File: src/rtl/text_scan_ctrl_if.sv
// Video-RAM port and CPU character-write handshake shared by the text scan controller.
// master = controller side, slave = RAM/CPU side.
interface text_scan_ctrl_if #(
  parameter int ADDR_W = 10
);
  logic [ADDR_W-1:0] vram_addr;
  logic              vram_rd;
  logic              vram_we;
  logic [5:0]        vram_wdata;
  logic [5:0]        vram_rdata;
  logic              cpu_req;
  logic [ADDR_W-1:0] cpu_addr;
  logic [5:0]        cpu_data;
  logic              cpu_ack;

  modport master (
    output vram_addr, vram_rd, vram_we, vram_wdata, cpu_ack,
    input  vram_rdata, cpu_req, cpu_addr, cpu_data
  );

  modport slave (
    input  vram_addr, vram_rd, vram_we, vram_wdata, cpu_ack,
    output vram_rdata, cpu_req, cpu_addr, cpu_data
  );
endinterface

File: src/rtl/text_scan_ctrl.sv
// Text-mode scan sequencer: walks the character grid, prefetches cell codes one cell ahead,
// arbitrates the video-RAM port (display first, CPU second) and overlays the cursor.
// Optional macro TEXT_CURSOR_BLINK_EN: cursor blinks every BLINK_FRAMES frame_sync pulses.
module text_scan_ctrl #(
  parameter int         COLS         = 40,
  parameter int         ROWS         = 24,
  parameter int         CHAR_W       = 16,
  parameter int         CHAR_H       = 20,
  parameter int         ADDR_W       = 10,
  parameter logic [5:0] CURSOR_CHAR  = 6'h00,
  parameter int         BLINK_FRAMES = 16
) (
  input  logic                      clk,
  input  logic                      reset,
  input  logic                      pix_en,
  input  logic                      active,
  input  logic                      frame_sync,
  input  logic [ADDR_W-1:0]         cursor_addr,
  text_scan_ctrl_if.master          bus,
  output logic [5:0]                font_character,
  output logic [$clog2(CHAR_W)-1:0] font_pixel,
  output logic [$clog2(CHAR_H)-1:0] font_line,
  output logic                      pix_valid
);

  localparam int PIX_W  = $clog2(CHAR_W);
  localparam int COL_W  = $clog2(COLS);
  localparam int LINE_W = $clog2(CHAR_H);
  localparam int ROW_W  = $clog2(ROWS);
  localparam logic [ADDR_W:0] CELLS = (ADDR_W+1)'(COLS * ROWS);

  // scan counters
  logic [PIX_W-1:0]  pix_reg, pix_next;
  logic [COL_W-1:0]  col_reg, col_next;
  logic [LINE_W-1:0] line_reg, line_next;
  logic [ROW_W-1:0]  row_reg, row_next;
  logic [ADDR_W-1:0] row_base_reg, row_base_next;

  // fetch pipeline
  logic [5:0]        cur_char_reg, cur_char_next;
  logic [5:0]        next_char_reg, next_char_next;
  logic              fetch_pend_reg, fetch_pend_next;
  logic [ADDR_W-1:0] fetch_addr_reg, fetch_addr_next;
  logic              rd_dly_reg, rd_dly_next;

  // RAM port
  logic [ADDR_W-1:0] vram_addr_reg, vram_addr_next;
  logic              vram_rd_reg, vram_rd_next;
  logic              vram_we_reg, vram_we_next;
  logic [5:0]        vram_wdata_reg, vram_wdata_next;
  logic              cpu_ack_reg, cpu_ack_next;

  // font ROM side
  logic [5:0]        font_character_reg, font_character_next;
  logic [PIX_W-1:0]  font_pixel_reg, font_pixel_next;
  logic [LINE_W-1:0] font_line_reg, font_line_next;
  logic              pix_valid_reg, pix_valid_next;

  logic              blink_on;
  logic              advance;
  logic              pix_last, col_last, line_last, row_last;
  logic [ADDR_W-1:0] cell_idx;
  logic              fetch_grant, cpu_grant, cpu_addr_ok;

  assign advance   = pix_en & active & ~frame_sync;
  assign pix_last  = (pix_reg  == PIX_W'(CHAR_W - 1));
  assign col_last  = (col_reg  == COL_W'(COLS - 1));
  assign line_last = (line_reg == LINE_W'(CHAR_H - 1));
  assign row_last  = (row_reg  == ROW_W'(ROWS - 1));
  assign cell_idx  = row_base_reg + ADDR_W'(col_reg);

  // A pending display fetch always wins; the CPU is not re-granted during its own ack cycle.
  assign fetch_grant = fetch_pend_reg;
  assign cpu_grant   = ~fetch_pend_reg & bus.cpu_req & ~cpu_ack_reg;
  assign cpu_addr_ok = ({1'b0, bus.cpu_addr} < CELLS);

  always_comb begin
    vram_rd_next    = 1'b0;
    vram_we_next    = 1'b0;
    vram_addr_next  = vram_addr_reg;
    vram_wdata_next = vram_wdata_reg;
    cpu_ack_next    = 1'b0;
    rd_dly_next     = vram_rd_reg;
    next_char_next  = next_char_reg;

    if (rd_dly_reg) begin
      next_char_next = bus.vram_rdata;
    end

    if (fetch_grant) begin
      vram_rd_next   = 1'b1;
      vram_addr_next = fetch_addr_reg;
    end else if (cpu_grant) begin
      cpu_ack_next = 1'b1;
      if (cpu_addr_ok) begin
        vram_we_next    = 1'b1;
        vram_addr_next  = bus.cpu_addr;
        vram_wdata_next = bus.cpu_data;
      end
    end
  end

  always_comb begin
    pix_next        = pix_reg;
    col_next        = col_reg;
    line_next       = line_reg;
    row_next        = row_reg;
    row_base_next   = row_base_reg;
    cur_char_next   = cur_char_reg;
    fetch_pend_next = fetch_pend_reg & ~fetch_grant;
    fetch_addr_next = fetch_addr_reg;

    if (frame_sync) begin
      pix_next        = '0;
      col_next        = '0;
      line_next       = '0;
      row_next        = '0;
      row_base_next   = '0;
      fetch_pend_next = 1'b1;
      fetch_addr_next = '0;
    end else if (advance) begin
      if (!pix_last) begin
        pix_next = pix_reg + PIX_W'(1);
      end else begin
        // cell boundary: promote the prefetched code and queue the following cell
        pix_next        = '0;
        cur_char_next   = next_char_reg;
        fetch_pend_next = 1'b1;
        if (!col_last) begin
          col_next        = col_reg + COL_W'(1);
          fetch_addr_next = cell_idx + ADDR_W'(1);
        end else begin
          col_next = '0;
          if (!line_last) begin
            line_next       = line_reg + LINE_W'(1);
            fetch_addr_next = row_base_reg;
          end else begin
            line_next = '0;
            if (!row_last) begin
              row_next        = row_reg + ROW_W'(1);
              row_base_next   = row_base_reg + ADDR_W'(COLS);
              fetch_addr_next = row_base_reg + ADDR_W'(COLS);
            end else begin
              row_next        = '0;
              row_base_next   = '0;
              fetch_addr_next = '0;
            end
          end
        end
      end
    end
  end

  always_comb begin
    font_character_next = cur_char_reg;
    if (blink_on && (cell_idx == cursor_addr)) begin
      font_character_next = CURSOR_CHAR;
    end
    font_pixel_next = pix_reg;
    font_line_next  = line_reg;
    pix_valid_next  = pix_en & active;
  end

  always_ff @(posedge clk or posedge reset) begin
    if (reset) begin
      pix_reg            <= '0;
      col_reg            <= '0;
      line_reg           <= '0;
      row_reg            <= '0;
      row_base_reg       <= '0;
      cur_char_reg       <= '0;
      next_char_reg      <= '0;
      fetch_pend_reg     <= 1'b1;
      fetch_addr_reg     <= '0;
      rd_dly_reg         <= 1'b0;
      vram_addr_reg      <= '0;
      vram_rd_reg        <= 1'b0;
      vram_we_reg        <= 1'b0;
      vram_wdata_reg     <= '0;
      cpu_ack_reg        <= 1'b0;
      font_character_reg <= '0;
      font_pixel_reg     <= '0;
      font_line_reg      <= '0;
      pix_valid_reg      <= 1'b0;
    end else begin
      pix_reg            <= pix_next;
      col_reg            <= col_next;
      line_reg           <= line_next;
      row_reg            <= row_next;
      row_base_reg       <= row_base_next;
      cur_char_reg       <= cur_char_next;
      next_char_reg      <= next_char_next;
      fetch_pend_reg     <= fetch_pend_next;
      fetch_addr_reg     <= fetch_addr_next;
      rd_dly_reg         <= rd_dly_next;
      vram_addr_reg      <= vram_addr_next;
      vram_rd_reg        <= vram_rd_next;
      vram_we_reg        <= vram_we_next;
      vram_wdata_reg     <= vram_wdata_next;
      cpu_ack_reg        <= cpu_ack_next;
      font_character_reg <= font_character_next;
      font_pixel_reg     <= font_pixel_next;
      font_line_reg      <= font_line_next;
      pix_valid_reg      <= pix_valid_next;
    end
  end

`ifdef TEXT_CURSOR_BLINK_EN
  localparam int FRAME_W = (BLINK_FRAMES > 1) ? $clog2(BLINK_FRAMES) : 1;

  logic [FRAME_W-1:0] frame_cnt_reg, frame_cnt_next;
  logic               blink_on_reg, blink_on_next;

  always_comb begin
    frame_cnt_next = frame_cnt_reg;
    blink_on_next  = blink_on_reg;
    if (frame_sync) begin
      if (frame_cnt_reg == FRAME_W'(BLINK_FRAMES - 1)) begin
        frame_cnt_next = '0;
        blink_on_next  = ~blink_on_reg;
      end else begin
        frame_cnt_next = frame_cnt_reg + FRAME_W'(1);
      end
    end
  end

  always_ff @(posedge clk or posedge reset) begin
    if (reset) begin
      frame_cnt_reg <= '0;
      blink_on_reg  <= 1'b1;
    end else begin
      frame_cnt_reg <= frame_cnt_next;
      blink_on_reg  <= blink_on_next;
    end
  end

  assign blink_on = blink_on_reg;
`else
  // steady cursor; any legal (non-zero) period leaves it permanently on
  assign blink_on = (BLINK_FRAMES > 0);
`endif

  assign bus.vram_addr  = vram_addr_reg;
  assign bus.vram_rd    = vram_rd_reg;
  assign bus.vram_we    = vram_we_reg;
  assign bus.vram_wdata = vram_wdata_reg;
  assign bus.cpu_ack    = cpu_ack_reg;
  assign font_character = font_character_reg;
  assign font_pixel     = font_pixel_reg;
  assign font_line      = font_line_reg;
  assign pix_valid      = pix_valid_reg;

endmodule

File: src/flat_wrapper.sv
// flat-port wrapper written by rule: the top's interface ports become plain ports
module text_scan_ctrl_flat 
#(
  parameter int         COLS         = 40,
  parameter int         ROWS         = 24,
  parameter int         CHAR_W       = 16,
  parameter int         CHAR_H       = 20,
  parameter int         ADDR_W       = 10,
  parameter logic [5:0] CURSOR_CHAR  = 6'h00,
  parameter int         BLINK_FRAMES = 16
)
  (clk, reset, pix_en, active, frame_sync, cursor_addr, font_character, font_pixel, font_line, pix_valid, bus_vram_addr, bus_vram_rd, bus_vram_we, bus_vram_wdata, bus_cpu_ack, bus_vram_rdata, bus_cpu_req, bus_cpu_addr, bus_cpu_data);
  text_scan_ctrl_if #(.ADDR_W(ADDR_W)) bus_i ();
  input  logic clk;
  input  logic reset;
  input  logic pix_en;
  input  logic active;
  input  logic frame_sync;
  input  logic [ADDR_W-1:0] cursor_addr;
  output logic [5:0] font_character;
  output logic [$clog2(CHAR_W)-1:0] font_pixel;
  output logic [$clog2(CHAR_H)-1:0] font_line;
  output logic pix_valid;
  output wire logic [$bits(bus_i.vram_addr)-1:0] bus_vram_addr;
  output wire logic [$bits(bus_i.vram_rd)-1:0] bus_vram_rd;
  output wire logic [$bits(bus_i.vram_we)-1:0] bus_vram_we;
  output wire logic [$bits(bus_i.vram_wdata)-1:0] bus_vram_wdata;
  output wire logic [$bits(bus_i.cpu_ack)-1:0] bus_cpu_ack;
  input wire logic [$bits(bus_i.vram_rdata)-1:0] bus_vram_rdata;
  input wire logic [$bits(bus_i.cpu_req)-1:0] bus_cpu_req;
  input wire logic [$bits(bus_i.cpu_addr)-1:0] bus_cpu_addr;
  input wire logic [$bits(bus_i.cpu_data)-1:0] bus_cpu_data;
  assign bus_vram_addr = bus_i.vram_addr;
  assign bus_vram_rd = bus_i.vram_rd;
  assign bus_vram_we = bus_i.vram_we;
  assign bus_vram_wdata = bus_i.vram_wdata;
  assign bus_cpu_ack = bus_i.cpu_ack;
  assign bus_i.vram_rdata = bus_vram_rdata;
  assign bus_i.cpu_req = bus_cpu_req;
  assign bus_i.cpu_addr = bus_cpu_addr;
  assign bus_i.cpu_data = bus_cpu_data;
  text_scan_ctrl #(.COLS(COLS), .ROWS(ROWS), .CHAR_W(CHAR_W), .CHAR_H(CHAR_H), .ADDR_W(ADDR_W), .CURSOR_CHAR(CURSOR_CHAR), .BLINK_FRAMES(BLINK_FRAMES)) u_core (.clk(clk), .reset(reset), .pix_en(pix_en), .active(active), .frame_sync(frame_sync), .cursor_addr(cursor_addr), .bus(bus_i), .font_character(font_character), .font_pixel(font_pixel), .font_line(font_line), .pix_valid(pix_valid));
endmodule
File: config.mk
export PLATFORM = sky130hd
export DESIGN_NAME = text_scan_ctrl_flat
export DESIGN_NICKNAME = d
export VERILOG_FILES = /design/src/rtl/text_scan_ctrl_if.sv /design/src/rtl/text_scan_ctrl.sv /design/src/flat_wrapper.sv
export SDC_FILE = /design/constraint.sdc
export NUM_CORES = 1
export LEC_CHECK = 0
export CAP_MARGIN = 0
export CORE_MARGIN = 5
export CORE_UTILIZATION = 49
export DETAILED_ROUTE_END_ITERATION = 16
export HOLD_SLACK_MARGIN = 0.05
export PLACE_DENSITY = 0.75
export SLEW_MARGIN = 20
export SYNTH_ARGS = -nofsm -noshare
export SYNTH_HDL_FRONTEND = slang
export SYNTH_SLANG_ARGS = --single-unit
export TNS_END_PERCENT = 100
File: constraint.sdc
create_clock -name clk -period 2.75 [get_ports clk]
set_input_delay 0.4125 -clock clk [delete_from_list [all_inputs] [get_ports clk]]
set_output_delay 0.4125 -clock clk [all_outputs]
set_load 0.01 [all_outputs]
==> results by group <==
Run status
  – Outcome: finished, final reports clean

Detailed routing
  – Initial DRC count: 351
  – Drt first pass iters: 5
  – Mean number of vias per cell: 5.60
  – Final WL: 11.1 mm
  – Wirelength per Cell: 16.2 um
  – Drt drc: 0
  – DR vias: 3852
  – Routed Antenna Nets: 0

Final layout
  – Final nets: 605
  – ANT cells: 0
  – Layout cells sized above 1: 13.2%
  – Post-layout instance area: 5830 um2
  – Fin cells: 688
  – Area grow syn2layout: 25.8%
  – Fill cell count: 729

Setup path
  – Kind of critical path: register to register
  – CP Capture Type: register
  – Worst R2R Setup Slack: 90 ps
  – RR Startpoint: u_core.col_reg[0]
  – Reg2Reg Depth: 11
  – Required @ worst endpoint: 2970 ps
  – Crit start category: register
  – R2r endpoint: u_core.fetch_addr_reg[9]
  – Crit path from: u_core.col_reg[0]
  – Worst-path maximum fanout: 4
  – Signal arrival time at the worst endpoint: 2880 ps

Yosys
  – Top_reg_cell synth: dfrtp_1
  – Synth Register Bits: 89
  – Post-Synthesis Cells: 464
  – Register area share after synthesis: 48.1%
  – Synth Net Count: 515
  – Top post-synthesis cells by area: dfrtp_1 48%, nand2_1 5.2%, xnor2_1 3.4%
  – Post-synth top area cell: dfrtp_1
  – Synth unique cells: 66
  – Netlist Area Pre-Place: 4640 um2
  – Ys Warns: 0
  – Asr flop ratio synth: 100%
  – Number of synthesized flops with an enable pin: 0
  – Avg Cell Area, Syn: 9.99 um2
  – Post-synth top area share: 47.5%

Power and ir drop
  – Static Leakage: 2.62 nW
  – Power Dens Cells: 416 nW/um2
  – VDD IR max: 244 uV
  – Final Power: 0.00243 W

Job
  – Max cap viols: 0

Floorplanning
  – Core area: 9240 um2
  – Die X: 107 um
  – Initial core utilization: 50.2%
  – Row cnt: 35
  – # IOs: 73
  – Die area: 11500 um2
  – Die height: 107 um

Placed design
  – Dpl cells: 666
  – IO buf count: 72
  – HPWL Detailed: 8.42 mm
  – Gpl congestion: 0.915
  – Placed cell area: 5590 um2

STA
  – Slew Viols, Final: 0
  – Hold WS: 340 ps
  – Setup_tns: 0 ps
  – Final hold violations: 0
  – Fin crit share: 96.6%
  – Setup-failing EPs final: 0
  – Achievable Freq: 376 MHz
  – Minimum clock period: 2660 ps
  – Worst-margin pin slew: 830 ps
  – Normalized max-slew margin: 44.4%
  – Clock Skews: 10.2 ps

CTS
  – Sink Count: 89
  – Clock root cell: clkbuf_8
  – Post-cts hold buffer count: 0
  – H-tree depth: 3
  – Max Root-Sink Buffers: 2
  – TritonCTS clock tree: yes
  – Worst-path clk slew: 90 ps
  – Worst-skew pair later-pin latency: 350 ps
  – Num CTS Buffers: 9

Global route
  – First-pass GRT wire length: 18.9 mm
  – Largest net degree at the start of global routing: 70
  – Tot GR Track Use: 20.6%
  – Initial antenna violation count: 0
  – Vias in the first global route: 3844
  – Overflow after GRT: 0

Hold path
  – Worst Hold Class: input port to asynchronous set/reset pin
synth_stat cells (3+ instances only):
| master | count |
|---|---|
| nor3_1 | 19 |
| or3_1 | 3 |
| ha_1 | 12 |
| a21oi_1 | 26 |
| nand4_1 | 7 |
| clkbuf_1 | 11 |
| buf_2 | 5 |
| mux2_2 | 12 |
| nand2b_1 | 4 |
| inv_1 | 15 |
| xnor2_1 | 18 |
| a22oi_1 | 4 |
| nand2_1 | 64 |
| a31oi_1 | 5 |
| and2_1 | 5 |
| xor2_1 | 17 |
| nand3_1 | 10 |
| mux2i_1 | 12 |
| o21ai_1 | 3 |
| nor2_1 | 36 |
| dfrtp_1 | 88 |
| nor3b_1 | 3 |
| nor2b_1 | 9 |
| o21ai_0 | 23 |
| and3_1 | 4 |
how the worst max path moves through the flow:
stage / end / slack, ps
detailed placement: u_core.font_character[0] / 110
global route: u_core.fetch_addr_reg[9] / -30
CTS: u_core.font_character[5] / 70
finish: u_core.fetch_addr_reg[9] / 90
global placement: u_core.fetch_addr_reg[9] / 190
floorplan: u_core.bus.cpu_ack / 30
area by class of cell:
type / instances / area, um2 / area share [%]
clock inverters: 6 / 48.8 / 0.837
clock buffers: 10 / 128 / 2.19
inverters: 15 / 57.6 / 0.987
multi-input cells: 342 / 2290 / 39.2
flip-flops and latches: 89 / 2230 / 38.2
repair buffers: 97 / 921 / 15.8
well taps: 129 / 161 / 2.77
repair_timing:
item                       CTS  global route
buffers inserted             0             6
gates resized for setup      0             4
setup endpoints to repair    0            10
kinds of logic (layout without fill, tap and decap cells):
logic type	after synthesis	in the layout	share of synthesized area, %
AOI/OAI and AO/OA	88	88	12.7
xor gates and xnor gates	37	37	7.72
adders and majority gates	13	13	3.67
buffers and inverters	33	128	2.97
DFF	89	89	48.1
muxes	24	24	5.51
and+or+nand+nor	180	180	19.3
per-layer routing:
layer | wire [um] | GRT usage, %
met3 | 900 | 4.02
met4 | 188 | 6.67
met5 | 0 | 0
met1 | 4820 | 28.2
met2 | 5220 | 32.8
report_power, final:
group	internal [W]	switching (W)	leakage (nW)
Sequential	0.00135	0.0000247	1.21
Combinational	0.000129	0.000108	1.33
Clock	0.000340	0.000479	0.0852
worst max-delay path, cell delays in order, from the launching register on:
cell	delay, ps
dfrtp_1	400
ha_2	210
inv_1	50
fa_1	390
nand2b_4	180
a211oi_4	300
buf_4	170
mux2i_2	210
o311ai_2	160
nand4_1	150
xor2_1	190
o221ai_2	110
layout by cell type (no fill, tap or decap), types with 3 or more instances in the layout:
master / count
a21oi_1: 26
a22oi_1: 4
a31oi_1: 5
and2_1: 5
and3_1: 4
buf_4: 24
clkbuf_8: 9
clkdlybuf4s50_1: 72
dfrtp_1: 88
ha_1: 11
inv_1: 14
mux2_2: 12
mux2i_1: 11
nand2_1: 64
nand2b_1: 4
nand3_1: 10
nand4_1: 7
nor2_1: 36
nor2b_1: 9
nor3_1: 19
nor3b_1: 3
o21ai_0: 23
o21ai_1: 3
or3_1: 3
xnor2_1: 18
xor2_1: 17
per-stage QoR:
step | util, % | setup WS (ps)
4_1_cts | 62.4 | 70.1
3_3_place_gp | 60.5 | 192
2_1_floorplan | - | 32.2
5_1_grt | 63.1 | -26.7
6_report | 63.1 | 92.5
3_5_place_dp | 60.5 | 109
No activity file was read; power rests on OpenSTA's default activity.
